==> src/rtl/text_line_streamer.sv <==
// text_line_streamer
//
// Streams one line of text as individual characters.
// A request names a line. The line table returns that line's {length, start}
// entry, where the length is counted in memory words. The block then fetches
// each packed word from character memory. It emits the characters MSB-first on
// a valid/ready stream and marks the final character with ch_last.
//
// Build option: defining TEXT_LINE_STREAMER_NEWLINE_EN appends a 0x0A character
// to every line. That newline carries ch_last, so an empty line still emits one
// newline. The default build emits only the characters held in memory.
//
// Ports
//   clk, rst     clock; synchronous active-high reset
//   req_valid    line request valid (accepted only while req_ready=1)
//   req_ready    high in IDLE only
//   req_line     requested line index
//   abort        drop the current line and return to IDLE (no done, no last)
//   tbl_line     line-table lookup index (the latched request)
//   tbl_entry    combinational table result {len, start}
//   mem_addr     character-memory word address, (start + word_cnt) mod 2^ADDR_W
//   mem_data     combinational memory word
//   ch_valid     character valid
//   ch_ready     downstream accepts the character
//   ch_data      character, zero while ch_valid=0
//   ch_last      final character of the line
//   done         one-cycle pulse after the final handshake of a line
//   dbg_state    current FSM state (0 IDLE, 1 LOOKUP, 2 FETCH, 3 EMIT)
//
// Handshake: a character transfers on a rising edge where ch_valid && ch_ready
// && !abort. While ch_valid is high and ch_ready is low, ch_data and ch_last
// hold. ch_valid never drops without a transfer except on abort or rst.
module text_line_streamer #(
    parameter int CHAR_W         = 8,
    parameter int CHARS_PER_WORD = 2,
    parameter int ADDR_W         = 9,
    parameter int LEN_W          = 9,
    parameter int LINE_W         = 8
) (
    input  logic                             clk,
    input  logic                             rst,
    input  logic                             req_valid,
    output logic                             req_ready,
    input  logic [LINE_W-1:0]                req_line,
    input  logic                             abort,
    output logic [LINE_W-1:0]                tbl_line,
    input  logic [LEN_W+ADDR_W-1:0]          tbl_entry,
    output logic [ADDR_W-1:0]                mem_addr,
    input  logic [CHAR_W*CHARS_PER_WORD-1:0] mem_data,
    output logic                             ch_valid,
    input  logic                             ch_ready,
    output logic [CHAR_W-1:0]                ch_data,
    output logic                             ch_last,
    output logic                             done,
    output logic [1:0]                       dbg_state
);

`ifdef TEXT_LINE_STREAMER_NEWLINE_EN
    localparam bit NL_EN = 1'b1;
`else
    localparam bit NL_EN = 1'b0;
`endif

    localparam int WORD_W = CHAR_W * CHARS_PER_WORD;
    localparam int IDX_W  = (CHARS_PER_WORD > 1) ? $clog2(CHARS_PER_WORD) : 1;
    localparam logic [IDX_W-1:0] LAST_IDX = IDX_W'(CHARS_PER_WORD - 1);

    typedef enum logic [1:0] {
        S_IDLE   = 2'd0,
        S_LOOKUP = 2'd1,
        S_FETCH  = 2'd2,
        S_EMIT   = 2'd3
    } state_t;

    state_t              state_q, state_d;
    logic [LINE_W-1:0]   line_q, line_d;
    logic [LEN_W-1:0]    len_q, len_d;
    logic [ADDR_W-1:0]   start_q, start_d;
    logic [LEN_W-1:0]    word_cnt_q, word_cnt_d;
    logic [WORD_W-1:0]   word_q, word_d;
    logic [IDX_W-1:0]    char_idx_q, char_idx_d;
    logic                nl_q, nl_d;     // emitting the trailing newline
    logic                done_q, done_d;

    logic [LEN_W-1:0]    tbl_len;
    logic [ADDR_W-1:0]   tbl_start;
    logic                handshake;
    logic                last_char;
    logic                last_word;
    logic                word_end;
    logic                line_end;

    assign tbl_len   = tbl_entry[LEN_W+ADDR_W-1 -: LEN_W];
    assign tbl_start = tbl_entry[ADDR_W-1:0];

    // abort wins over a simultaneous handshake
    assign handshake = (state_q == S_EMIT) && ch_ready && !abort;
    assign last_char = (char_idx_q == LAST_IDX);
    // Compare one bit wider so word_cnt+1 cannot wrap at the maximum length
    assign last_word = ({1'b0, word_cnt_q} + (LEN_W+1)'(1)) >= {1'b0, len_q};
    assign word_end  = handshake && !nl_q && last_char;
    assign line_end  = NL_EN ? (handshake && nl_q) : (word_end && last_word);

    // State register and datapath registers
    always_ff @(posedge clk) begin
        if (rst) begin
            state_q    <= S_IDLE;
            line_q     <= '0;
            len_q      <= '0;
            start_q    <= '0;
            word_cnt_q <= '0;
            word_q     <= '0;
            char_idx_q <= '0;
            nl_q       <= 1'b0;
            done_q     <= 1'b0;
        end else begin
            state_q    <= state_d;
            line_q     <= line_d;
            len_q      <= len_d;
            start_q    <= start_d;
            word_cnt_q <= word_cnt_d;
            word_q     <= word_d;
            char_idx_q <= char_idx_d;
            nl_q       <= nl_d;
            done_q     <= done_d;
        end
    end

    // Next-state logic
    always_comb begin
        state_d = state_q;
        unique case (state_q)
            S_IDLE: begin
                if (req_valid) state_d = S_LOOKUP;
            end
            S_LOOKUP: begin
                if (tbl_len == '0) state_d = NL_EN ? S_EMIT : S_IDLE;
                else               state_d = S_FETCH;
            end
            S_FETCH: begin
                state_d = S_EMIT;
            end
            S_EMIT: begin
                if (line_end)                    state_d = S_IDLE;
                else if (word_end && !last_word) state_d = S_FETCH;
            end
            default: state_d = S_IDLE;
        endcase
        if ((state_q != S_IDLE) && abort) state_d = S_IDLE;
    end

    // Datapath next values
    always_comb begin
        line_d     = line_q;
        len_d      = len_q;
        start_d    = start_q;
        word_cnt_d = word_cnt_q;
        word_d     = word_q;
        char_idx_d = char_idx_q;
        nl_d       = nl_q;
        done_d     = 1'b0;
        unique case (state_q)
            S_IDLE: begin
                if (req_valid) line_d = req_line;
            end
            S_LOOKUP: begin
                len_d      = tbl_len;
                start_d    = tbl_start;
                word_cnt_d = '0;
                if ((tbl_len == '0) && !abort) begin
                    if (NL_EN) nl_d   = 1'b1;
                    else       done_d = 1'b1;
                end
            end
            S_FETCH: begin
                word_d     = mem_data;
                char_idx_d = '0;
            end
            S_EMIT: begin
                if (handshake) begin
                    // Shift so the next character is always in the MSBs
                    word_d     = word_q << CHAR_W;
                    char_idx_d = char_idx_q + IDX_W'(1);
                    if (word_end && !last_word) word_cnt_d = word_cnt_q + LEN_W'(1);
                    if (word_end && last_word && NL_EN) nl_d = 1'b1;
                    if (line_end) done_d = 1'b1;
                end
            end
            default: ;
        endcase
        if (state_d == S_IDLE) nl_d = 1'b0;
    end

    // Outputs
    always_comb begin
        req_ready = (state_q == S_IDLE);
        ch_valid  = (state_q == S_EMIT);
        ch_data   = '0;
        ch_last   = 1'b0;
        if (state_q == S_EMIT) begin
            if (nl_q) begin
                ch_data = CHAR_W'(8'h0A);
                ch_last = 1'b1;
            end else begin
                ch_data = word_q[WORD_W-1 -: CHAR_W];
                ch_last = !NL_EN && last_char && last_word;
            end
        end
    end

    assign tbl_line  = line_q;
    // Sum is taken modulo 2^ADDR_W, so a line may wrap past the top of memory
    assign mem_addr  = start_q + ADDR_W'(word_cnt_q);
    assign done      = done_q;
    assign dbg_state = state_q;

endmodule

==> config.mk <==
export PLATFORM = sky130hd
export DESIGN_NAME = text_line_streamer
export DESIGN_NICKNAME = d
export VERILOG_FILES = /design/src/rtl/text_line_streamer.sv
export SDC_FILE = /design/constraint.sdc
export NUM_CORES = 1
export LEC_CHECK = 0
export BUFFER_PORTS_ARGS = -buffer_cell sky130_fd_sc_hd__buf_2
export CORE_AREA = 2 2 84 86
export CTS_CLUSTER_SIZE = 25
export DETAILED_ROUTE_END_ITERATION = 10
export DIE_AREA = 0 0 86 88
export MAX_ROUTING_LAYER = met4
export PLACE_DENSITY = 0.68
export SLEW_MARGIN = 20
export SYNTH_ARGS = -nofsm -noshare
export SYNTH_HDL_FRONTEND = slang
export SYNTH_SLANG_ARGS = --single-unit
==> constraint.sdc <==
create_clock -name clk -period 5.45 [get_ports clk]
set_clock_uncertainty 0.1 [all_clocks]
set_input_delay 0 -clock clk [delete_from_list [all_inputs] [get_ports clk]]
set_output_delay 0 -clock clk [all_outputs]
set_load 0.02 [all_outputs]
==> metrics.md, run 1 <==
| Metric | Value |
|---|---|
| Setup CP Type | `flop to primary output` |
| Routed vias | `2845` |
| Pwr dens | `206 nW/µm²` |
| FP Rows | `30` |
| Worst-path clk slew | `0.10 ns` |
| Ranking of synthesized cells by area | `dfxtp_1 38%, nand2_1 11%, ha_1 7.8%` |
| Synth Register Bits | `55` |
| Vias per inst | `5.17` |
| Type of element capturing the critical path | `primary output` |
| Post-layout minimum cycle time | `3.16 ns` |
| DR WL/cell | `13.3 µm` |
| Die W | `86 µm` |
| Grt ovf | `0` |
| Synth Flop Type | `dfxtp_1` |
| Ant diodes | `0` |
| Setup slack, reg-to-reg | `2.37 ns` |
| Psw | `218 µW` |
| Worst Hold Path EP | `char_idx_q` |
| Syn_nets | `426` |
| Fmax | `317 MHz` |
| Worst Hold Slack | `0.0312 ns` |
| Most common library cells after synthesis | `86 x nand2_1, 55 x dfxtp_1, 37 x a21oi_1` |
| R2r endpoint | `dbg_state[1]` |
| Worst reg2reg startpoint | `word_cnt_q[0]` |
| Slew HR | `34.0%` |
| # hold bufs at CTS | `43` |
| CTS buffer count | `5` |
| Average size of a mapped cell | `8.03 µm²` |
| Int Pwr | `569 µW` |
| Clk buf depth | `2` |
| Vias in the first global route | `2696` |
| Slew @ Worst Pin | `0.990 ns` |
| Post-synthesis sequential area ratio | `38.1%` |
| Comb power frac | `16.8%` |
| Share of synthesized registers carrying an async set or reset | `0%` |
| Sw Share | `27.7%` |
| RSZ-0062 raised after global routing | `no` |
| Outcome | `complete, no violations` |
| Sink Count | `55` |
| TritonCTS clock tree | `yes` |
| DRC Markers | `0` |
| Worst EP required | `5.35 ns` |
| Gpl congestion | `0.836` |
| Max-slew violation count | `0` |
| Die Ht | `88 µm` |
| Initial antenna violation count | `0` |
| Area fraction of the dominant cell type after synthesis | `38.1%` |
| Max Cap Viol | `0` |
| Ys Warns | `0` |
| Final setup fails | `0` |
| First-pass GRT wire length | `12300 µm` |
| Setup TNS | `0 ns` |
| P_leak | `1.65 nW` |
| Htree depth | `2` |
| Share of post-route cells with drive strength above 1 | `20.2%` |
| Largest net degree at the start of global routing | `56` |
| Period utilisation layout | `57.9%` |
| Layout Nets | `535` |
| Max VDD drop | `111 µV` |
| Hold depth | `5` |
| Mapped cell area | `2890 µm²` |
| Final WL | `7340 µm` |
| GRT Overall Usage | `20.8%` |
| Port bufs | `77` |
| Clk pwr share | `28.7%` |
| Final hold viol count | `0` |
| Core ar. | `6640 µm²` |
| Dominant cell type by area after synthesis | `dfxtp_1` |
| Startpoint Class | `flop` |
| Cell variety after synth | `49` |
| CTS resizes | `0` |
| Sequential power share | `54.5%` |
| Pre-antenna DRT Iters | `4` |
| Top-count cell post-synth | `nand2_1` |
| Post-Syn Instances | `360` |
| Worst Path Max Fanout | `10` |
| Io pins | `78` |
| Iteration-0 DRC Markers | `170` |
| Min-delay src | `ch_ready` |
| Antenna viol nets, final | `0` |
| Area Overhead vs Synth | `31.9%` |
| Initial core utilization | `43.5%` |
| Worst hold path class | `input port to flop` |
| Setup Buffers After CTS | `0` |
| EDFF count, synth | `0` |
| Register-to-Register Path Depth | `11` |
| Die area | `7570 µm²` |
| Worst EP arrival | `3.06 ns` |
| CTS root buf | `clkbuf_8` |
| HPWL after DPL | `4890 µm` |
| Clock latency on the worst-skew pair | `0.31 ns` |
## worst max-delay path by stage
stage | slack (ns) | to | start | depth (start not counted)
2_1_floorplan | 2.67 | dbg_state[1] | word_cnt_q[0] | 11
3_3_place_gp | 2.53 | dbg_state[1] | word_cnt_q[0] | 11
3_5_place_dp | 2.36 | dbg_state[1] | word_cnt_q[0] | 11
4_1_cts | 2.26 | ch_last | word_cnt_q[0] | 10
5_1_grt | 2.05 | ch_last | word_cnt_q[0] | 10
6_report | 2.29 | ch_last | word_cnt_q[0] | 11
## flip-flops by register name, summed over array words and instances, names as in the netlist
name,count
char_idx_q,1
dbg_state,2
done,1
len_q,9
start_q,9
tbl_line,8
word_cnt_q,9
word_q,16
## layer usage
layer	wire, µm	GRT usage, %
met1	3260	25.4
met2	3640	35.4
met3	341	3.68
met4	97	5.92
met5	0	-
## kinds of logic (layout without fill, tap and decap cells)
group                      count (synthesis)  count (layout)  synth area share [%]
AOI/OAI and AO/OA                         86              86                  20.2
xor gates and xnor gates                  15              15                  4.55
adders and majority gates                 19              19                  8.49
buffers and inverters                     34             144                  4.89
DFF                                       55              55                  38.1
muxes                                      1               1                 0.346
and+or+nand+nor                          150             150                  23.5
## placed cells by master (no fill, tap or decap), types with 5 or more instances in the layout
master and n:
inv_1 14, o31ai_1 6, clkbuf_8 5, dfxtp_1 55
and3_1 8, buf_2 77, dlygate4sd3_1 43, a311oi_1 8
nand2_1 86, ha_1 18, nor2_1 24, xnor2_1 13
a21oi_1 37, a22oi_1 8
## power by group through the flow
stage | sequential, mW | combinational (mW) | clock [mW]
6_report | 0.429 | 0.132 | 0.226
4_1_cts | 0.429 | 0.132 | 0.235
3_3_place_gp | 0.438 | 0.107 | 0
3_5_place_dp | 0.438 | 0.109 | 0
5_1_grt | 0.432 | 0.147 | 0.250
2_1_floorplan | 0.438 | 0.0700 | 0
## through the flow
step / power (mW) / instance area, µm² / util (%) / std cells / setup slack, ns
floorplan: 0.508 / 2890 / - / 360 / 2.67
global placement: 0.545 / 3300 / 49.6 / 499 / 2.53
detailed placement: 0.547 / 3300 / 49.6 / 499 / 2.36
CTS: 0.797 / 3810 / 57.4 / 550 / 2.26
global route: 0.829 / 3810 / 57.4 / 550 / 2.05
finish: 0.787 / 3810 / 57.4 / 550 / 2.29
## layout make-up
cell class,count,area [µm²]
Fill cell,595,2830
Multi-Input combinational cell,271,1650
Sequential cell,55,1100
Timing Repair Buffer,121,823
Tap cell,80,100
Clock buffer,6,72.6
Inverter,15,56.3
Clock inverter,2,12.5
## worst max-delay path, stage by stage, from the launching register on
cell and delay [ns]:
dfxtp_1 0.47, ha_1 0.25, nand3_1 0.16, or2_2 0.38, nor2_1 0.14, xor2_1 0.22
ha_1 0.28, a21oi_1 0.17, o21a_4 0.17, o21ai_4 0.11, and3_2 0.24, buf_2 0.16
No activity file was read; power rests on OpenSTA's default activity.
==> inputs of run 2 (changes only) <==
--- a/config.mk
+++ b/config.mk
@@ -5,13 +5,14 @@
 export SDC_FILE = /design/constraint.sdc
 export NUM_CORES = 1
 export LEC_CHECK = 0
+export ABC_AREA = 1
 export BUFFER_PORTS_ARGS = -buffer_cell sky130_fd_sc_hd__buf_2
 export CORE_AREA = 2 2 84 86
 export CTS_CLUSTER_SIZE = 25
 export DETAILED_ROUTE_END_ITERATION = 10
 export DIE_AREA = 0 0 86 88
 export MAX_ROUTING_LAYER = met4
-export PLACE_DENSITY = 0.68
+export PLACE_DENSITY = 0.72
 export SLEW_MARGIN = 20
 export SYNTH_ARGS = -nofsm -noshare
 export SYNTH_HDL_FRONTEND = slang
==> constraint.sdc (replaced) <==
create_clock -name clk -period 2.7 [get_ports clk]
set_clock_uncertainty 0.1 [all_clocks]
set_input_delay 0 -clock clk [delete_from_list [all_inputs] [get_ports clk]]
set_output_delay 0 -clock clk [all_outputs]
set_load 0.02 [all_outputs]
==> metrics.md, run 2 <==
| Metric | Value |
|---|---|
| Worst EP arrival | `2.39 ns` |
| Placed insts | `574` |
| Max-slew violation count | `0` |
| Most common cell after layout, fill and taps aside | `nor2_1` |
| Clock latency on the worst-skew pair | `0.31 ns` |
| Htree depth | `2` |
| Comb power frac | `30.6%` |
| Iteration-0 DRC Markers | `172` |
| Gpl congestion | `0.847` |
| Synth Flop Type | `dfxtp_1` |
| EDFF count, synth | `0` |
| Ranking of synthesized cells by area | `dfxtp_1 37%, nor2_1 11%, nand2_1 10%` |
| Ant diodes | `0` |
| Adder-cell area share of the yosys netlist | `8.35%` |
| Max VDD drop | `500 µV` |
| Area Overhead vs Synth | `38.0%` |
| Simple-Gate Fraction of Synth Area | `26.0%` |
| Sink Count | `55` |
| Share of synthesized registers carrying an async set or reset | `0%` |
| Worst-path clk slew | `0.10 ns` |
| Final Non-Filler Cells | `638` |
| Type of element capturing the critical path | `primary output` |
| Vias in the first global route | `2860` |
| CTS buffer count | `5` |
| Core Util, Final | `61.0%` |
| Startpoint Class | `flop` |
| Routed vias | `3021` |
| Worst EP required | `2.60 ns` |
| Syn_nets | `494` |
| Cell family contributing the most delay on the critical path | `simple AND/OR/NAND/NOR gates` |
| Top-count cell post-synth | `nor2_1` |
| Pwr dens | `515 nW/µm²` |
| Combinational family with the most area after synthesis | `simple AND/OR/NAND/NOR gates` |
| Slowest cell on the critical path | `dfxtp_4` |
| Slew HR | `60.0%` |
| Setup CP Type | `flop to primary output` |
| Crit-path cells | `ha_2, nand2_2, nor2_2, nand4_1, xor2_1, inv_1, ha_1, inv_1, nor2_1, nor2_1, nand2_1, nand2_1, nor2_2, buf_4` |
| Synth Register Bits | `55` |
| Fmax | `402 MHz` |
| Complex-gate fraction of the synthesized area | `14.5%` |
| Largest net degree at the start of global routing | `27` |
| Worst Path Max Fanout | `5` |
| Sequential power share | `45.6%` |
| Share of post-route cells with drive strength above 1 | `19.4%` |
| Sw Share | `34.1%` |
| Slowest cell delay on critical path | `0.39 ns` |
| Max Cap Viol | `0` |
| Outcome | `complete, no violations` |
| Post-synthesis sequential area ratio | `37.5%` |
| Psw | `711 µW` |
| DR WL/cell | `11.7 µm` |
| Multiplexer share of the synthesized area | `0%` |
| Period utilisation layout | `92.0%` |
| Average size of a mapped cell | `6.86 µm²` |
| Io pins | `78` |
| Most common library cells after synthesis | `83 x nor2_1, 80 x nand2_1, 56 x inv_1` |
| Final hold viol count | `0` |
| Die Ht | `88 µm` |
| FP Rows | `30` |
| Final WL | `7480 µm` |
| Int Pwr | `1.38 mW` |
| Synth Area in XOR/XNOR | `3.58%` |
| Dominant cell type by area after synthesis | `dfxtp_1` |
| Commonest cells after routing, fill and taps aside | `81 x nor2_1, 78 x nand2_1, 76 x buf_2` |
| Area fraction of the dominant cell type after synthesis | `37.5%` |
| TritonCTS clock tree | `yes` |
| DRC Markers | `0` |
| RSZ-0062 raised after global routing | `no` |
| Core ar. | `6640 µm²` |
| Initial core utilization | `44.2%` |
| Mapped cell area | `2940 µm²` |
| P_leak | `2.01 nW` |
| Antenna viol nets, final | `0` |
| First-pass GRT wire length | `12400 µm` |
| Cell variety after synth | `30` |
| Port bufs | `77` |
| Final setup fails | `0` |
| Ys Warns | `0` |
| GRT Overall Usage | `20.7%` |
| Clk buf depth | `2` |
| Layout Nets | `623` |
| Vias per inst | `4.74` |
| Max reg flops | `16` |
| Largest register by flop count | `word_q` |
| HPWL after DPL | `4900 µm` |
| Post-Syn Instances | `428` |
| Overall Power | `2.09 mW` |
| Critical path buffer and inverter count | `3` |
| Die area | `7570 µm²` |
| Slew @ Worst Pin | `0.599 ns` |
| Setup TNS | `0 ns` |
| Post-layout minimum cycle time | `2.49 ns` |
| CTS root buf | `clkbuf_8` |
| Worst hold path class | `input port to flop` |
| Clk pwr share | `23.9%` |
| Pre-antenna DRT Iters | `5` |
| Initial antenna violation count | `0` |
| Die W | `86 µm` |
| Grt ovf | `0` |
[run 2: changes by cell type after synthesis, moves of 7 or more]
cell,before,now
a22oi_1,8,0
a311oi_1,8,0
and3_1,8,1
inv_1,14,56
nor2_1,24,83
o21ai_0,2,40
xnor2_1,13,4
[run 2: repair_timing]
| item | CTS | global route |
|---|---|---|
| setup endpoints to repair | 0 | 12 |
| endpoints found under the hold margin | 45 | 0 |
| hold buffers | 54 | 0 |
| buffers inserted | 0 | 1 |
| resized for setup | 0 | 13 |
[run 2: cells by family after synthesis]
family | after synthesis
XOR/XNOR | 12
flip-flops | 55
AO/OA/AOI/OAI | 82
buffers and inverters | 73
adder cells (fa/ha/maj) | 19
AND/OR/NAND/NOR | 187
[run 2: tightest hold or removal path: cells and delay by family]
kind	cells	cell delay (ns)
buf+inv	1	0.10
simple gates	3	0.30
[run 2: layer usage]
metal | up-vias | routed length [µm] | global-route usage (%)
li1 | 1609 | - | -
met1 | 1321 | 3410 | 25.9
met2 | 79 | 3650 | 34.5
met3 | 12 | 340 | 4.05
met4 | 0 | 81 | 4.76
met5 | - | 0 | -
[run 2: power by group through the flow]
stage                     registers, mW  clock network [mW]  logic (mW)
after CTS                         0.949               0.513       0.624
final                             0.951               0.498       0.637
after global placement            0.964                   0       0.548
after floorplan                   0.973                   0       0.398
after detailed placement          0.967                   0       0.560
after global routing              0.963               0.541       0.724
[run 2: through the flow]
| step | setup slack (ns) | cell area (µm²) | hold slack, ns |
|---|---|---|---|
| floorplan | 0.383 | 2940 | 0.0276 |
| global placement | 0.212 | 3370 | 0.134 |
| detailed placement | 0.113 | 3370 | 0.138 |
| CTS | 0.00876 | 4010 | 0.0194 |
| global route | 0.00572 | 4050 | 0.0264 |
| finish | 0.215 | 4050 | 0.0282 |
[run 2: worst paths after layout]
path                                       to  slack, ns  cells past startpoint     startpoint
worst max-delay path                  ch_last       0.21                     14  word_cnt_q[0]
worst min-delay path               char_idx_q       0.03                      4       ch_ready
worst max register to register  word_cnt_q[1]       0.25                     15  word_cnt_q[3]
worst min register to register       len_q[3]       0.37                      2       len_q[3]
[run 2: layout make-up]
class | count | area, µm²
fillers | 553 | 2590
multi-input cells | 301 | 1560
flip-flops and latches | 55 | 1110
repair buffers | 135 | 958
inverters | 59 | 221
well taps | 80 | 100
clock buffers | 6 | 82.6
clock inverters | 2 | 17.5
